<file path="src/rtl/mem_access_unit_pkg.sv">
// Shared encodings and helpers for the byte-serial memory access unit.
package mem_access_unit_pkg;

  localparam logic [1:0] SZ_B = 2'b00;
  localparam logic [1:0] SZ_H = 2'b01;
  localparam logic [1:0] SZ_W = 2'b10;

  typedef enum logic [1:0] {
    ST_IDLE = 2'd0,
    ST_XFER = 2'd1,
    ST_RESP = 2'd2
  } state_t;

  function automatic logic [2:0] nbeats(input logic [1:0] size);
    case (size)
      SZ_H:    nbeats = 3'd2;
      SZ_W:    nbeats = 3'd4;
      default: nbeats = 3'd1;
    endcase
  endfunction

  function automatic logic [31:0] extend(input logic [31:0] data, input logic [1:0] size,
                                         input logic sgn);
    case (size)
      SZ_B:    extend = {{24{sgn & data[7]}}, data[7:0]};
      SZ_H:    extend = {{16{sgn & data[15]}}, data[15:0]};
      default: extend = data;
    endcase
  endfunction

endpackage

</file>
<file path="src/rtl/mem_access_unit_load_extend.sv">
// Combinational sign/zero extension of an assembled little-endian load buffer.
// Zero latency, no flow control.
module load_extend
  import mem_access_unit_pkg::*;
(
  input  logic [31:0] i_buf,
  input  logic [1:0]  i_size,
  input  logic        i_signed,
  output logic [31:0] o_data
);

  assign o_data = extend(i_buf, i_size, i_signed);

endmodule

</file>
<file path="src/rtl/mem_access_unit.sv">
// Serialises one CPU load/store into 1/2/4 byte beats; response 2/3/5 cycles after accept (1 on error).
// Single outstanding request; req_ready only in IDLE, no response backpressure.
module mem_access_unit
  import mem_access_unit_pkg::*;
#(
  parameter int ADDR_W = 32,
  parameter int DATA_W = 32
) (
  input  logic              clk,
  input  logic              rst,
  input  logic              req_valid,
  output logic              req_ready,
  input  logic              req_we,
  input  logic [1:0]        req_size,
  input  logic              req_signed,
  input  logic [ADDR_W-1:0] req_addr,
  input  logic [DATA_W-1:0] req_wdata,
  output logic              resp_valid,
  output logic              resp_err,
  output logic [DATA_W-1:0] resp_rdata,
  output logic              mem_re,
  output logic              mem_we,
  output logic [ADDR_W-1:0] mem_addr,
  output logic [DATA_W-1:0] mem_di,
  input  logic [DATA_W-1:0] mem_data
);

  state_t            r_state;
  state_t            w_state_nxt;
  logic [ADDR_W-1:0] r_addr;
  logic [1:0]        r_size;
  logic              r_we;
  logic              r_signed;
  logic [DATA_W-1:0] r_wdata;
  logic              r_err;
  logic [1:0]        r_beat;
  logic [31:0]       r_buf;

  logic              w_accept;
  logic              w_req_err;
  logic              w_last;
  logic [ADDR_W-1:0] w_beat_addr;
  logic [7:0]        w_wbyte;
  logic [31:0]       w_ext;
  logic              w_unused_hi;

  // Only the low byte lane of the memory port carries data.
  assign w_unused_hi = ^mem_data[DATA_W-1:8];

  assign w_accept    = (r_state == ST_IDLE) && req_valid;
  assign w_req_err   = (req_size == 2'b11)
                     | ((req_size == SZ_H) & req_addr[0])
                     | ((req_size == SZ_W) & (req_addr[1:0] != 2'b00));
  assign w_last      = ({1'b0, r_beat} == (nbeats(r_size) - 3'd1));
  assign w_beat_addr = r_addr + {{(ADDR_W-2){1'b0}}, r_beat};
  assign w_wbyte     = r_wdata[{r_beat, 3'b000} +: 8];

  load_extend u_load_extend (
    .i_buf    (r_buf),
    .i_size   (r_size),
    .i_signed (r_signed),
    .o_data   (w_ext)
  );

  always_ff @(posedge clk) begin
    if (rst) r_state <= ST_IDLE;
    else     r_state <= w_state_nxt;
  end

  always_comb begin
    w_state_nxt = r_state;
    req_ready   = 1'b0;
    mem_re      = 1'b0;
    mem_we      = 1'b0;
    mem_addr    = '0;
    mem_di      = '0;
    resp_valid  = 1'b0;
    resp_err    = 1'b0;
    resp_rdata  = '0;
    case (r_state)
      ST_IDLE: begin
        req_ready = 1'b1;
        if (req_valid) w_state_nxt = w_req_err ? ST_RESP : ST_XFER;
      end
      ST_XFER: begin
        mem_re   = ~r_we;
        mem_we   = r_we;
        mem_addr = w_beat_addr;
        if (r_we) mem_di = {{(DATA_W-8){1'b0}}, w_wbyte};
        if (w_last) w_state_nxt = ST_RESP;
      end
      ST_RESP: begin
        resp_valid  = 1'b1;
        resp_err    = r_err;
        if (!r_we && !r_err) resp_rdata = w_ext;
        w_state_nxt = ST_IDLE;
      end
      default: w_state_nxt = ST_IDLE;
    endcase
  end

  always_ff @(posedge clk) begin
    if (rst) begin
      r_addr   <= '0;
      r_size   <= SZ_B;
      r_we     <= 1'b0;
      r_signed <= 1'b0;
      r_wdata  <= '0;
      r_err    <= 1'b0;
      r_beat   <= 2'd0;
      r_buf    <= '0;
    end else if (w_accept) begin
      r_addr   <= req_addr;
      r_size   <= req_size;
      r_we     <= req_we;
      r_signed <= req_signed;
      r_wdata  <= req_wdata;
      r_err    <= w_req_err;
      r_beat   <= 2'd0;
      r_buf    <= '0;
    end else if (r_state == ST_XFER) begin
      if (!r_we) r_buf[{r_beat, 3'b000} +: 8] <= mem_data[7:0];
      if (!w_last) r_beat <= r_beat + 2'd1;
    end
  end

endmodule
</file>
<file path="config.mk">
export PLATFORM = sky130hd
export DESIGN_NAME = mem_access_unit
export DESIGN_NICKNAME = d
export VERILOG_FILES = /design/src/rtl/mem_access_unit_pkg.sv /design/src/rtl/mem_access_unit_load_extend.sv /design/src/rtl/mem_access_unit.sv
export SDC_FILE = /design/constraint.sdc
export NUM_CORES = 1
export LEC_CHECK = 0
export CAP_MARGIN = 0
export CORE_MARGIN = 5
export CORE_UTILIZATION = 45
export CTS_CLUSTER_SIZE = 30
export DETAILED_ROUTE_END_ITERATION = 16
export PLACE_DENSITY = 0.81
export SLEW_MARGIN = 0
export SYNTH_ARGS = -nofsm -noshare
export SYNTH_HDL_FRONTEND = slang
export SYNTH_SLANG_ARGS = --single-unit
</file>
<file path="constraint.sdc">
create_clock -name clk -period 3.25 [get_ports clk]
set_clock_uncertainty 0.2 [all_clocks]
set_input_delay 0.65 -clock clk [delete_from_list [all_inputs] [get_ports clk]]
set_output_delay 0.65 -clock clk [all_outputs]
set_load 0.1 [all_outputs]
</file>
==> flow_summary.ini <==
[grt]
grt_pass1_vias = 5523
grt_overflow = 0
antenna_found_initial = 0
grt_max_degree = 56
grtUsageTotal_pct = 23.2
grt_pass1_wl_mm = 27.0

[clock_network]
clk_path_buf_depth = 2
cts.sinks = 105
hold_buffers = 0
clkLatencyLatePin_ns = 0.36
cts.clk_slew.worst_paths_ns = 0.07
numCtsBuffers = 9
root_buffer = clkbuf_16
htree_levels = 3
tritoncts = built

[power]
pwr-share-seq_pct = 42.3
p_int_w = 0.00228
power.leakage_nw = 3.08
p_total_w = 0.00334
power_frac_comb_pct = 22.0
p_per_area_mw_per_mm2 = 383
ir_drop_v = 0.000384
sw_frac_of_total_pct = 31.7
p_clk_share_pct = 35.7
p_switching_w = 0.00106

[die]
num_rows = 40
dieArea_mm2 = 0.0145
io_pins = 204
die_w_um = 120
start_util_pct = 45.8
core_area_mm2 = 0.0120
die_y_um = 120

[logic_synthesis]
syn_inst = 731
synth_top_area_cell = dfxtp_1
async_flop_share_pct = 0
ys_ff_latch = 105
synth_edf_count = 0
synth.yosys.seq_area_share_pct = 38.3
synth_ff_type = dfxtp_1
synthTopCellsByArea = dfxtp_1 38%, nand2_1 13%, a21oi_1 12%
synth_top_cells_by_count = 197 x nand2_1, 131 x a21oi_1, 105 x dfxtp_1
synth_area_per_cell_um2 = 7.50
synth_most_common_cell = nand2_1
syn_area_mm2 = 0.00548
yosysWarnings = 0
yosysUniqueCellTypes = 47
synth_top_area_share_pct = 38.3

[timing]
setup_violations = 11
setup_ws_ns = -0.184
hold-worst-slack_ns = 0.248
setup-tns-final_ns = -1.31
rsz0062_at_grt = true
slew_viol_final = 0
tightestPinTransition_ns = 0.698
fmax_ghz = 0.291
slew_headroom_pct = 53.1
period_share_pct = 106
period_minus_slack_ns = 3.43
hold_violations = 0

[worst_setup_path]
worst_ep_required_time_ns = 2.40
rr_worst_depth = 7
crit_chain = ha_4 -> a21oi_2 -> or4b_4 -> buf_6 -> or4_4 -> a21oi_4 -> buf_12
cp-end-kind = output port
arrival_ns = 2.58
max_stage_delay_ns = 0.55
path_class = reg -> out
critPathMaxFanout = 5
rrSetupSlack_ns = 1.05
crit_slowest_cell = or4b_4
worstSetupStartpointType = flip-flop

[layout]
n_antenna_cell = 0
drive_gt1_share_pct = 25.8
final.fill_count = 922
syn2layout_area_growth_pct = 58.9
nets = 1013
fin_area_mm2 = 0.00871

[run]
cap_violations = 0

[routing]
drc = 0
detail-route-antenna-nets = 0
drt-initial-drc-count = 570
via_count = 5744
wl_per_cell_um = 16.3
drtPass1Iterations = 6
drt-total-wl_mm = 17.1
vias_per_cell = 5.47

[placement]
numPortBuffers = 155
place_area_mm2 = 0.00806
place_congestion = 0.833
dpl.hpwl_mm = 11.9

[run_status]
status = complete, but fails checks
failed_checks = negative setup slack

[min_path]
hold_path.class = reg -> reg
whs_path_depth = 2
power groups by stage:
stage	combinational (W)	sequential [W]	clock, W
after detailed placement	0.000720	0.00144	0
after global routing	0.000785	0.00142	0.00127
final	0.000733	0.00141	0.00119
after global placement	0.000710	0.00143	0
after CTS	0.000724	0.00141	0.00121
after floorplan	0.000505	0.00142	0
state kept, by name, indices dropped and copies added, names as in the netlist:
name and cells:
r_addr 32, r_beat 2, r_buf 32, r_err 1
r_signed 1, r_size 2, r_state 2, r_wdata 32
r_we 1
cells by family after synthesis:
| group | synth area share (%) |
|---|---|
| AOI/OAI and AO/OA | 17.6 |
| xor gates and xnor gates | 1.60 |
| adders and majority gates | 2.65 |
| buffers and inverters | 7.33 |
| DFF | 38.3 |
| muxes | 3.47 |
| other | 0.0684 |
| and+or+nand+nor | 29.0 |
timing repair:
action | CTS | global route
hold endpoints to repair | 0 | 0
pin swaps | 14 | 17
setup endpoints to repair | 19 | 36
cloned | 3 | 0
gates resized for setup | 32 | 18
buffers inserted | 10 | 9
placed cells by master, fill, tap and decap left out, types with 6 or more instances in the layout:
| cell type | synthesis | final |
|---|---|---|
| o21ai_0 | 10 | 7 |
| nor3_1 | 6 | 6 |
| dfxtp_1 | 105 | 90 |
| o21a_1 | 17 | 17 |
| or4_4 | 1 | 10 |
| dfxtp_2 | 0 | 10 |
| conb_1 | 1 | 24 |
| clkbuf_16 | 0 | 9 |
| nand2_1 | 197 | 195 |
| buf_4 | 24 | 54 |
| inv_1 | 10 | 10 |
| nand4_1 | 8 | 8 |
| clkdlybuf4s50_1 | 0 | 77 |
| ha_1 | 10 | 8 |
| nor2_1 | 15 | 11 |
| a21oi_4 | 0 | 16 |
| a21oi_2 | 0 | 10 |
| mux4_2 | 8 | 8 |
| nand3_1 | 45 | 44 |
| buf_12 | 0 | 68 |
| and2_1 | 15 | 14 |
| xnor2_1 | 7 | 7 |
| a21oi_1 | 131 | 105 |
| and3_1 | 9 | 9 |
routing by layer:
metal  up-vias  global-route usage (%)  wire (um)  share of wire (%)
met5         -                       0          0                  0
met4         0                    9.42        466                2.7
met1      2658                    28.4       7050                 41
met2       237                    38.2       8290                 48
met3        40                    6.88       1330                7.7
li1       2809                       -          -                  -
worst paths after layout:
path              from      endpoint
max reg2reg  r_beat[0]     r_buf[20]
max          r_beat[1]  mem_addr[29]
min reg2reg   r_buf[1]      r_buf[1]
min           r_buf[1]      r_buf[1]
layout make-up:
| cell class | instances | area [um^2] | share of cell area (%) |
|---|---|---|---|
| clock inverter | 7 | 101 | 1.16 |
| clock buffer | 9 | 225 | 2.58 |
| tap | 147 | 184 | 2.11 |
| multi-input combinational | 570 | 3470 | 39.8 |
| sequential | 105 | 2130 | 24.5 |
| timing repair buffer | 203 | 2560 | 29.4 |
| inverter | 10 | 37.5 | 0.431 |
worst max-delay path: cells and delay by family, from the launching register on:
kind                     cells  cell delay, ns
AND/OR/NAND/NOR              2            1.04
flip-flops                   1            0.36
buffers and inverters        2            0.35
adder cells (fa/ha/maj)      1            0.26
AO/OA/AOI/OAI                2            0.22
stage by stage:
stage | cells | setup slack, ns | utilization [%]
2_1_floorplan | 754 | -0.323 | -
3_3_place_gp | 1013 | 0.158 | 67.4
3_5_place_dp | 1013 | 0.0597 | 67.4
4_1_cts | 1042 | -0.185 | 71.8
5_1_grt | 1051 | -0.241 | 72.9
6_report | 1051 | -0.184 | 72.9
Power figures use the tool's default switching activity.
